--- src/rtl/booth_pkg.sv ---
// Shared types and widths for the booth multiplier and its arbiter/sequencer.
package booth_pkg;

  localparam int unsigned OP_W  = 4;
  localparam int unsigned RES_W = 9;
  localparam int unsigned ID_W  = 1;

  typedef enum logic [1:0] {
    IDLE = 2'd0,
    LOAD = 2'd1,
    RUN  = 2'd2,
    DONE = 2'd3
  } state_t;

endpackage

--- src/rtl/booth.sv ---
// 4x4 unsigned radix-2 Booth multiplier, one recoding step per cycle after
// release of its synchronous active-low reset; result holds once finished.
module booth
  import booth_pkg::*;
(
  input  logic             rst,
  input  logic             clk,
  input  logic [OP_W-1:0]  x,
  input  logic [OP_W-1:0]  multiplier,
  output logic [RES_W-1:0] result
);

  localparam logic [2:0] STEPS = 3'(OP_W);

  logic signed [OP_W+1:0] acc;
  logic signed [OP_W+1:0] sum;
  logic signed [OP_W+1:0] mc_ext;
  logic [OP_W-1:0]        q;
  logic                   q_1;
  logic [OP_W-1:0]        mcand;
  logic                   m_msb;
  logic [2:0]             step;
  logic [RES_W-1:0]       corr;

  assign mc_ext = signed'({2'b00, mcand});

  always_comb begin
    sum = acc;
    unique case ({q[0], q_1})
      2'b01:   sum = acc + mc_ext;
      2'b10:   sum = acc - mc_ext;
      default: sum = acc;
    endcase
  end

  always_ff @(posedge clk) begin
    if (!rst) begin
      acc   <= '0;
      q     <= multiplier;
      q_1   <= 1'b0;
      mcand <= x;
      m_msb <= multiplier[OP_W-1];
      step  <= '0;
    end else if (step != STEPS) begin
      acc  <= {sum[OP_W+1], sum[OP_W+1:1]};
      q    <= {sum[0], q[OP_W-1:1]};
      q_1  <= q[0];
      step <= step + 3'd1;
    end
  end

  // Booth treats the multiplier as signed; a set MSB means it was read as
  // m-16, so add x<<4 back to get the unsigned product (exact mod 2^9).
  assign corr   = m_msb ? {1'b0, mcand, 4'b0000} : '0;
  assign result = {acc[OP_W:0], q} + corr;

endmodule

--- src/rtl/booth_arbiter.sv ---
// Two-requester round-robin arbiter/sequencer for a shared booth multiplier.
// Optional: define BOOTH_ARB_ZERO_BYPASS_EN to short-circuit zero operands.
module booth_arbiter
  import booth_pkg::*;
#(
  parameter int unsigned MUL_LAT = 5
) (
  input  logic             clk,
  input  logic             rst,
  input  logic             req0_valid,
  output logic             req0_ready,
  input  logic [OP_W-1:0]  req0_x,
  input  logic [OP_W-1:0]  req0_m,
  input  logic             req1_valid,
  output logic             req1_ready,
  input  logic [OP_W-1:0]  req1_x,
  input  logic [OP_W-1:0]  req1_m,
  output logic             rsp_valid,
  input  logic             rsp_ready,
  output logic [ID_W-1:0]  rsp_id,
  output logic [RES_W-1:0] rsp_result,
  output logic             busy
);

  localparam logic [3:0] CNT_LAST = 4'(MUL_LAT - 1);

  state_t            state;
  state_t            state_nxt;
  logic              last;
  logic [ID_W-1:0]   id_q;
  logic [OP_W-1:0]   x_q;
  logic [OP_W-1:0]   m_q;
  logic [3:0]        cnt;
  logic [RES_W-1:0]  res_q;
  logic [RES_W-1:0]  mul_result;
  logic              mul_rst;
  logic              grant1;
  logic              accept;
  logic [OP_W-1:0]   acc_x;
  logic [OP_W-1:0]   acc_m;
`ifdef BOOTH_ARB_ZERO_BYPASS_EN
  logic              zero_op;
`endif

  // last==1 means requester 1 was served last, so requester 0 wins ties.
  always_comb begin
    grant1 = req1_valid && (!req0_valid || !last);
    acc_x  = grant1 ? req1_x : req0_x;
    acc_m  = grant1 ? req1_m : req0_m;
  end

`ifdef BOOTH_ARB_ZERO_BYPASS_EN
  assign zero_op = (acc_x == '0) || (acc_m == '0);
`endif

  always_ff @(posedge clk) begin
    if (!rst) state <= IDLE;
    else      state <= state_nxt;
  end

  always_comb begin
    state_nxt  = state;
    req0_ready = 1'b0;
    req1_ready = 1'b0;
    rsp_valid  = 1'b0;
    busy       = (state != IDLE);
    mul_rst    = rst;
    accept     = 1'b0;
    unique case (state)
      IDLE: begin
        req0_ready = rst && req0_valid && !grant1;
        req1_ready = rst && grant1;
        accept     = req0_ready || req1_ready;
        if (accept) begin
`ifdef BOOTH_ARB_ZERO_BYPASS_EN
          state_nxt = zero_op ? DONE : LOAD;
`else
          state_nxt = LOAD;
`endif
        end
      end
      LOAD: begin
        mul_rst   = 1'b0;
        state_nxt = RUN;
      end
      RUN: begin
        if (cnt == CNT_LAST) state_nxt = DONE;
      end
      DONE: begin
        rsp_valid = 1'b1;
        if (rsp_ready) state_nxt = IDLE;
      end
      default: state_nxt = IDLE;
    endcase
  end

  always_ff @(posedge clk) begin
    if (!rst) begin
      last  <= 1'b1;
      id_q  <= '0;
      x_q   <= '0;
      m_q   <= '0;
      cnt   <= '0;
      res_q <= '0;
    end else begin
      if (accept) begin
        id_q <= grant1;
        last <= grant1;
        x_q  <= acc_x;
        m_q  <= acc_m;
`ifdef BOOTH_ARB_ZERO_BYPASS_EN
        if (zero_op) res_q <= '0;
`endif
      end
      if (state == LOAD)     cnt <= '0;
      else if (state == RUN) cnt <= cnt + 4'd1;
      if (state == RUN && cnt == CNT_LAST) res_q <= mul_result;
    end
  end

  booth u_booth (
    .rst        (mul_rst),
    .clk        (clk),
    .x          (x_q),
    .multiplier (m_q),
    .result     (mul_result)
  );

  assign rsp_id     = id_q;
  assign rsp_result = res_q;

endmodule

--- config.mk ---
export PLATFORM = sky130hd
export DESIGN_NAME = booth_arbiter
export DESIGN_NICKNAME = d
export VERILOG_FILES = /design/src/rtl/booth_pkg.sv /design/src/rtl/booth.sv /design/src/rtl/booth_arbiter.sv
export SDC_FILE = /design/constraint.sdc
export NUM_CORES = 1
export LEC_CHECK = 0
export BUFFER_PORTS_ARGS = -buffer_cell sky130_fd_sc_hd__buf_2
export CAP_MARGIN = 20
export CORE_MARGIN = 5
export CORE_UTILIZATION = 45
export DETAILED_ROUTE_END_ITERATION = 6
export MAX_ROUTING_LAYER = met4
export PLACE_DENSITY_LB_ADDON = 0.08
export REMOVE_ABC_BUFFERS = 1
export SYNTH_ARGS = -nofsm -noshare
export SYNTH_HDL_FRONTEND = slang
export SYNTH_HIERARCHICAL = 1
export SYNTH_SLANG_ARGS = --single-unit
--- constraint.sdc ---
create_clock -name clk -period 2.48 [get_ports clk]
set_clock_uncertainty 0.15 [all_clocks]
set_input_delay 0.124 -clock clk [delete_from_list [all_inputs] [get_ports clk]]
set_output_delay 0.124 -clock clk [all_outputs]
set_load 0.005 [all_outputs]
# [Word level (Yosys, flattened, before mapping)]
# Index checks and enable logic that the tools add are counted.
[op_classes] add_sub_neg=5 bitwise=1 n_reduce_logical=14 eq_ne=11 mux=15
[op_table] op="two-way mux 4 bit" count=4
[op_table] op="case mux 6 bit (2 select lines)" count=1
[op_table] op="adder 9 x 8 -> 9 bit" count=1
[op_table] op="two-way mux 8 bit" count=1
[op_table] op="inequality test 2 bit (second input constant)" count=4
[op_table] op="case mux 2 bit (4 select lines)" count=1
[op_table] op="adder 5 x 5 -> 6 bit" count=1
[op_table] op="equality test 2 bit (second input constant)" count=3
[op_table] op="two-way mux 2 bit" count=3
[op_table] op="subtractor 5 x 5 -> 6 bit" count=1
[op_table] op="logical AND 1 bit" count=5
[op_table] op="two-way mux 1 bit" count=5
[op_table] op="adder 4 x 1 -> 4 bit (second input constant)" count=1
[op_table] op="equality test 2 x 1 -> 1 bit (second input constant)" count=2
[op_table] op="equality test 4 x 3 -> 1 bit (second input constant)" count=1
[op_table] op="adder 3 x 1 -> 3 bit (second input constant)" count=1
[op_table] op="zero test 1 bit" count=3
[op_table] op="inequality test 3 bit (second input constant)" count=1
[op_table] op="AND reduction 3 bit" count=1
[op_table] op="zero test 2 bit" count=1
[op_table] op="logical OR 1 bit" count=2
[op_table] op="nonzero test 2 bit" count=1
[op_table] op="OR reduction 2 bit" count=1
[op_table] op="NOT 1 bit" count=1
[word_totals] regBits=43 output_inout_bits=14 word_cells=59 in_bits=21

# [Depth between registers and ports, before layout]
# Gate-level depths: netlist of the first run.
[depth] ltp_word=8 ltp_mapped=9

# [Cells and area by module]
# The synthesis of the first run kept the hierarchy.
[by_module_without_submodules] mod="booth" instances=1 area_per_inst_um2=1212.4 cells_each=123 seq_area_each_um2=450.4
[by_module_without_submodules] mod="booth_arbiter" instances=1 area_per_inst_um2=1187.4 cells_each=129 seq_area_each_um2=500.5

# [Least setup slack after synthesis of the first run]
# No wires, ideal clock.
[synth_path] path_type="register to register" startpoint="register u_booth.mcand[0]" endpoint="register u_booth.acc[2]" arrival_ps=2216 setup_time_ps=74 slack_ps=40 path_stages_with_launch=9 path_cell_list="edfxtp_1 > inv_1 > ha_1 > mux2i_1 > ha_1 > nor2b_1 > o21a_1 > or4b_2 > a31oi_1"
[synth_between] elab_chain_cells=2
[synth_lines] item="from (decl)" line="booth.sv:20" source="logic [OP_W-1:0] mcand;"
[synth_lines] item="from (signal assigned)" line="booth.sv:41" source="mcand <= x;"
[synth_lines] item="subtractor 5 x 5 -> 6 bit / adder 5 x 5 -> 6 bit (equally long branches)" line="booth.sv:31, booth.sv:30"
[synth_lines] item="case mux 6 bit (2 select lines) (*)" line="booth.sv:29" source="unique case ({q[0], q_1})"
[synth_lines] item="to (signal assigned)" line="booth.sv:45" source="acc <= {sum[OP_W+1], sum[OP_W+1:1]};"
[synth_lines] item="to (decl)" line="booth.sv:15" source="logic signed [OP_W+1:0] acc;"
# Every way passes the cells marked *; elsewhere a longest branch is shown, timed or not.
# A chain may end at the register's enable or synchronous reset.

# [Final worst setup path of the first run]
[layout_path] startpoint="register u_booth.q[0]" endpoint="register u_booth.acc[2]"
[layout_between] elab_chain_cells=2
[layout_lines] item="from (decl)" line="booth.sv:18" source="logic [OP_W-1:0] q;"
[layout_lines] item="from (signal assigned)" line="booth.sv:39" source="q <= multiplier;"
[layout_lines] item="from (signal assigned)" line="booth.sv:46" source="q <= {sum[0], q[OP_W-1:1]};"
[layout_lines] item="equality test 2 bit / equality test 2 x 1 -> 1 bit (equally long branches)" line="booth.sv:29"
[layout_lines] item="case mux 6 bit (2 select lines) (*)" line="booth.sv:29"
# Marks and branches as above.

==> run metrics, run 1 <==
GRT Overall Usage=0.156; clock-pin slew on the worst setup and hold paths=0.08 ns; non-filler cells, final=378; via total after detailed routing=1,888; final design area excluding fillers=2910 µm²; status=finished clean; unrepaired setup endpoints after global routing=no; PnR Total Power=2780 µW; root buffer cell=sky130_fd_sc_hd__clkbuf_8; Worst-Skew Late Latency=0.29 ns; sinks on the clock net=43; Cell variety after synth=49; flop and latch count out of synthesis=43; type of element launching the critical path=flip-flop; number of buffers created by CTS=5; Tcrit/Tclk final=0.947; PwrDens=955 nW/µm²; max-slew violation count=0; Static Leak=0.00129 µW; post-synth design cell area=2400 µm²; number of placed instances with taps included=352; Hold Vio Cnt, Final=0; area of placed instances=2640 µm²; starting utilization of the core area=0.467; CP most frequent cell=sky130_fd_sc_hd__ha_1; Max Clk Rate=426 MHz; kind of path behind the tightest hold check=in -> reg; number of buffers and inverters on the critical path=0; Bufs on Longest Clock Path=2; placeable core area=5140 µm²; setup slack after placement=-0.00652 ns; synth warn=6; Max rail drop VDD=0.620 mV; wire length reported by the detailed router=4.99 mm; layout cell share with drive strength beyond 1=0.211; data required time of the critical path=2.56 ns; Synth Instances=252; initial antenna violation count=0; Net count, final=350; post-route minimum period=2.35 ns; number of search-and-repair iterations in the first detailed-routing pass=4; floorplan row count=26; number of enable flip-flop cells after synthesis=9; GP Congestion=0.869; final worst slack=0.132 ns; setup violators final=0; Clock H-tree levels=2; count of input and output buffers=34; worst reg-to-reg setup slack=0.13 ns; transition at the pin with the smallest max-transition slack=0.633 ns; detailed-route vias per instance=4.99; type of element capturing the critical path=flip-flop; total global routing overflow=0; delay of the slowest cell on the worst path=0.47 ns; critical-path cell with the highest stage delay=sky130_fd_sc_hd__or4b_4; cell-by-cell listing of the critical path=ha_1 -> mux2i_1 -> ha_1 -> nor2b_2 -> o21a_1 -> or4b_4 -> a31oi_1; post-synthesis async set-or-reset flop share=0; predominant post-synthesis flop cell=sky130_fd_sc_hd__dfxtp_1; vertical extent of the die=83.0 µm; Crit path arrival time=2.43 ns; Antenna Cells=0; average footprint of a synthesized cell=9.52 µm²; CTS tree=built; die outline area=6890 µm²; number of nets still failing antenna checks after routing=0; maximum number of pins on one net before global-route repair=28; type of the worst setup path=reg -> reg; relative slew slack=0.576; sequential cell area fraction in the yosys report=0.396; via count of the first global-routing pass=1,895; Top Family by Delay on Critical Path=simple AND/OR/NAND/NOR gates; maximum fanout along the worst path=5; Routed wire per std cell=13.2 µm; Util after Layout=0.567; post-route DRC violation count=0; Iteration-0 DRC Markers=61; global-route wire length before repair=8.67 mm; Die Wd=83.0 µm; HPWL reported at the end of detailed placement=3.51 mm; area growth from synthesis to final layout=21.4%; max-cap violations=0; top-level I/O count=35
-- cells in the mapped netlist, drive strengths merged (5+ instances only) --
cell | number | area (µm²)
ha | 20 | 250
buf | 7 | 60.1
nand2 | 38 | 143
mux2i | 13 | 130
a21boi | 10 | 78.8
o21ai | 15 | 78.8
nor2 | 12 | 45.0
and2 | 5 | 33.8
inv | 15 | 56.3
xnor2 | 7 | 61.3
dfxtp | 34 | 681
a21oi | 16 | 80.1
edfxtp | 9 | 270
-- where the power goes --
part / total [µW] / internal [µW] / leakage [µW] / switching [µW]
registers: 1040 / 896 / 0.000378 / 145
logic: 1280 / 627 / 0.000865 / 651
clock network: 461 / 222 / 0.0000449 / 239
total: 2780 / 1750 / 0.00129 / 1040
-- placed cells by master (no fill, tap or decap), drive strengths merged, types with 5 or more instances in the layout --
cell and count:
a21boi 10, a21oi 16, and2 5, buf 42, clkbuf 6, dfxtp 34, dlygate4sd3 17, edfxtp 9
ha 20, inv 15, mux2i 13, nand2 38, nor2 12, o21ai 15, xnor2 7
-- worst paths after layout --
| check | from | endpoint | cells after the start |
|---|---|---|---|
| setup / recovery | u_booth/q[0]$_DFFE_PP_ | u_booth/acc[2]$_SDFFE_PN0P_ | 7 |
| hold / removal | req0_valid | last$_SDFFE_PN1P_ | 4 |
| setup reg to reg | u_booth/q[0]$_DFFE_PP_ | u_booth/acc[2]$_SDFFE_PN0P_ | 7 |
| hold reg to reg | x_q[2]$_SDFFE_PN0P_ | u_booth/mcand[2]$_DFFE_PN_ | 0 |
-- sequential cells by signal, summed over array words and instances (netlist names) --
register / flops
u_booth/acc: 5
u_booth/mcand: 4
last: 1
u_booth/q: 4
u_booth/step: 3
rsp_id: 1
u_booth/m_msb: 1
cnt: 4
x_q: 4
state: 2
u_booth/q_1: 1
m_q: 4
rsp_result: 9
-- timing repair --
item,in CTS,in global routing
hold buffers,17,0
setup endpoints to repair,1,1
endpoints found under the hold margin,9,0
buffers inserted,1,0
gates resized for setup,0,3
pin swaps,0,2
-- layer usage --
metal / wire length (µm) / global-route usage
met1: 2460 / 0.202
met2: 2260 / 0.240
met3: 192 / 0.0327
met4: 83 / 0.0565
met5: 0 / -
-- logic make-up (layout without fill, tap and decap cells) --
kind of cell | count (synthesis) | after routing | synth area share
AOI/OAI and AO/OA | 57 | 57 | 0.155
xor gates and xnor gates | 11 | 11 | 0.0401
buffers and inverters | 26 | 82 | 0.0547
and+or+nand+nor | 75 | 75 | 0.151
adders and majority gates | 22 | 22 | 0.121
muxes | 18 | 18 | 0.0824
DFF | 43 | 43 | 0.396
-- worst min-delay path, cell delays in order --
cell and delay [ns]:
sky130_fd_sc_hd__buf_2 0.13, sky130_fd_sc_hd__nand2_1 0.11, sky130_fd_sc_hd__nand2_1 0.06, sky130_fd_sc_hd__o211ai_1 0.08
-- final cells by class --
cell class | instances | area [µm²]
fill | 498 | 2230
multi-input combinational | 183 | 1320
sequential | 43 | 951
timing repair buffer | 59 | 400
tap | 70 | 87.6
clock buffer | 6 | 82.6
inverter | 15 | 56.3
clock inverter | 2 | 11.3
-- stage by stage --
step           hold slack, ns  TNS (ns)
6_report               0.0980         0
5_1_grt                 0.111         0
4_1_cts                0.0992         0
3_5_place_dp            0.261  -0.00652
3_3_place_gp            0.264         0
2_1_floorplan          0.0629         0
No activity file was read; power rests on OpenSTA's default activity.
==> run 2, diff against run 1 <==
ABC_AREA = 1   (was not set)
==> run metrics, run 2 <==
status=finished clean; unrepaired setup endpoints after global routing=no; critical-path cell with the highest stage delay=sky130_fd_sc_hd__fa_1; post-synthesis async set-or-reset flop share=0 (unchanged); number of nets still failing antenna checks after routing=0 (unchanged); data required time of the critical path=2.56 ns (about the same); Cell variety after synth=30 (-39%); sequential cell area fraction in the yosys report=0.391 (-0.00530); max-cap violations=0 (unchanged); maximum number of pins on one net before global-route repair=19 (-32%); Antenna Cells=0 (unchanged); endpoint of the most critical register-to-register path=u_booth/acc[3]$_SDFFE_PN0P_; maximum fanout along the worst path=5 (unchanged); post-route minimum period=2.19 ns (-0.158 ns); type of element capturing the critical path=flip-flop; cell-by-cell listing of the critical path=ha_1 -> nand2_1 -> o21ai_0 -> fa_1 -> nand2_1 -> nand2_1 -> a21oi_1 -> and2_1 -> o21ai_1 -> a21oi_1; HPWL reported at the end of detailed placement=3.56 mm (+1.5%); top cells by instance count after synthesis=sky130_fd_sc_hd__nand2_1, sky130_fd_sc_hd__inv_1, sky130_fd_sc_hd__dfxtp_1; post-synth top area share=0.280 (-0.00379); delay of the slowest cell on the worst path=0.45 ns (-0.02 ns); post-route DRC violation count=0 (unchanged); Synth Instances=317 (+26%); tightest hold margin=0.0201 ns (-0.0779 ns); via total after detailed routing=2,021 (+7.0%); net switching power of the design=1140 µW (+10%); most common library cell in the layout ignoring fill and taps=sky130_fd_sc_hd__nand2_1; Tcrit/Tclk final=0.883 (-0.0637); accumulated negative setup slack=0 ns (unchanged); max-slew violation count=0 (unchanged); Iteration-0 DRC Markers=80 (+31%); GRT Overall Usage=0.139 (-0.0164); CP most frequent cell=sky130_fd_sc_hd__nand2_1; sinks on the clock net=43 (unchanged); synth warn=6 (unchanged); layout cell share with drive strength beyond 1=0.173 (-0.0382); relative slew slack=0.730 (+0.154); Die Wd=83.5 µm (+0.60%); proportion of power drawn by flip-flops and latches=0.372 (-0.002); clock-pin slew on the worst setup and hold paths=0.08 ns (about the same); worst reg-to-reg setup slack=0.29 ns (+0.16 ns); relative contribution of combinational cells to total power=0.449 (-0.011); clock power share=0.179 (+0.013); root buffer cell=sky130_fd_sc_hd__clkbuf_8; PwrDens=1010 nW/µm² (+6.0%); Bufs on Longest Clock Path=2 (unchanged); Top Family by Delay on Critical Path=adder cells; flip-flop count of the largest register after layout=9 (unchanged); setup slack after placement=0.295 ns (+0.302 ns); floorplan row count=26 (unchanged); initial antenna violation count=0 (unchanged); Setup Buffers After CTS=0 (-1); cells on worst reg2reg path=10 (+3); transition at the pin with the smallest max-transition slack=0.405 ns (-0.228 ns); Static Leak=0.00140 µW (+8.8%); Internal=1660 µW (-4.9%); launch point of the worst hold path=req0_x[1]; Hold Vio Cnt, Final=0 (unchanged); Max rail drop VDD=0.403 mV (-35%); wire length reported by the detailed router=4.44 mm (-11%); detailed-route vias per instance=4.78 (-4.3%); Crit path arrival time=2.27 ns (-0.16 ns); final worst slack=0.290 ns (+0.158 ns); type of the worst setup path=reg -> reg; Worst-Skew Late Latency=0.29 ns (about the same); Clock H-tree levels=2 (unchanged); type of element launching the critical path=flip-flop; Hold-fix buffers, CTS=0 (-17); placeable core area=5170 µm² (+0.63%); via count of the first global-routing pass=1,831 (-3.4%); global-route wire length before repair=7.95 mm (-8.4%); Yosys top cell by area=sky130_fd_sc_hd__dfxtp_1; predominant post-synthesis flop cell=sky130_fd_sc_hd__dfxtp_1; die outline area=6980 µm² (+1.2%); average footprint of a synthesized cell=7.67 µm² (-19%); Routed wire per std cell=10.5 µm (-21%); cells taking the most area after synthesis=sky130_fd_sc_hd__dfxtp_1, sky130_fd_sc_hd__edfxtp_1, sky130_fd_sc_hd__ha_1; number of buffers and inverters on the critical path=0 (unchanged); PnR Total Power=2800 µW (+0.71%); flop and latch count out of synthesis=43 (unchanged); Layout fillers=530 (+6.4%); commonest cells after routing, fill and taps aside=sky130_fd_sc_hd__nand2_1, sky130_fd_sc_hd__inv_1, sky130_fd_sc_hd__dfxtp_1, sky130_fd_sc_hd__buf_2, sky130_fd_sc_hd__a21oi_1; post-synth design cell area=2430 µm² (+1.4%); GP Congestion=0.790 (-9.1%); kind of path behind the tightest hold check=in -> reg; vertical extent of the die=83.5 µm (+0.60%); count of input and output buffers=34 (unchanged); top-level I/O count=35 (unchanged); Max Clk Rate=457 MHz (+7.2%); setup violators final=0 (unchanged); Net count, final=395 (+13%); number of cells on the worst hold path=5 (+1); area growth from synthesis to final layout=13.7%; total global routing overflow=0 (unchanged); number of search-and-repair iterations in the first detailed-routing pass=4 (unchanged); post-cts gate resize count=0 (unchanged); cell with the most instances after synthesis=sky130_fd_sc_hd__nand2_1; number of buffers created by CTS=5 (unchanged); Util after Layout=0.535 (-0.0319); number of enable flip-flop cells after synthesis=9 (unchanged); switching portion of total power=0.407 (+0.0349); starting utilization of the core area=0.470 (+0.00335); terminating pin of the worst hold path=x_q[1]$_SDFFE_PN0P_; CTS tree=built; reg2reg start=u_booth/q[0]$_DFFE_PP_
-- run 2: worst max-delay path by stage --
stage / from / to / slack [ns] / cells after the start
floorplan: u_booth/q[0]$_DFFE_PP_ / u_booth/acc[3]$_SDFFE_PN0P_ / 0.46 / 10
global placement: u_booth/q[0]$_DFFE_PP_ / u_booth/acc[3]$_SDFFE_PN0P_ / 0.37 / 10
detailed placement: u_booth/q[0]$_DFFE_PP_ / u_booth/acc[3]$_SDFFE_PN0P_ / 0.30 / 10
CTS: u_booth/q[0]$_DFFE_PP_ / u_booth/acc[3]$_SDFFE_PN0P_ / 0.28 / 10
global route: u_booth/q[0]$_DFFE_PP_ / u_booth/acc[3]$_SDFFE_PN0P_ / 0.10 / 10
finish: u_booth/q[0]$_DFFE_PP_ / u_booth/acc[3]$_SDFFE_PN0P_ / 0.29 / 10
-- run 2: per-stage QoR --
stage / std cells / cell area (µm²)
final: 423 / 2770
after global routing: 423 / 2770
after CTS: 423 / 2770
after detailed placement: 415 / 2660
after global placement: 415 / 2660
after floorplan: 309 / 2390
-- run 2: cells by family after synthesis --
family / share of synthesized area
simple gates: 0.238
compound gates: 0.133
buf+inv: 0.0900
flops: 0.391
fa+ha+maj: 0.119
xor+xnor: 0.0288
-- run 2: layer usage --
layer  GRT usage  routed length [µm]  vias up  part of all wire
met5           -                   0        -                 0
met4      0.0497                  68        0             0.015
met3      0.0346                 296        6             0.067
met2       0.213                1840       48              0.41
met1       0.180                2230      878              0.50
li1            -                   -     1089                 -
-- run 2: worst register-to-register path, cell delays in order (launching register included) --
cell	delay, ns
sky130_fd_sc_hd__edfxtp_1	0.42
sky130_fd_sc_hd__ha_1	0.29
sky130_fd_sc_hd__nand2_1	0.09
sky130_fd_sc_hd__o21ai_0	0.14
sky130_fd_sc_hd__fa_1	0.45
sky130_fd_sc_hd__nand2_1	0.09
sky130_fd_sc_hd__nand2_1	0.05
sky130_fd_sc_hd__a21oi_1	0.15
sky130_fd_sc_hd__and2_1	0.14
sky130_fd_sc_hd__o21ai_1	0.05
sky130_fd_sc_hd__a21oi_1	0.12
-- run 2: power by group through the flow --
stage	logic, µW	registers (µW)	clock network, µW
CTS	1270	1040	522
global placement	1250	1050	0
finish	1260	1040	501
global route	1470	1070	558
detailed placement	1270	1060	0
floorplan	1010	1020	0
-- run 2: final cells by class --
cell class	instances	area, µm²	share of cell area
inverter	46	173	0.0624
tap	70	87.6	0.0317
clock buffer	6	93.8	0.0339
sequential	43	951	0.344
multi-input combinational	220	1260	0.456
clock inverter	2	13.8	0.00498
timing repair buffer	36	185	0.0669
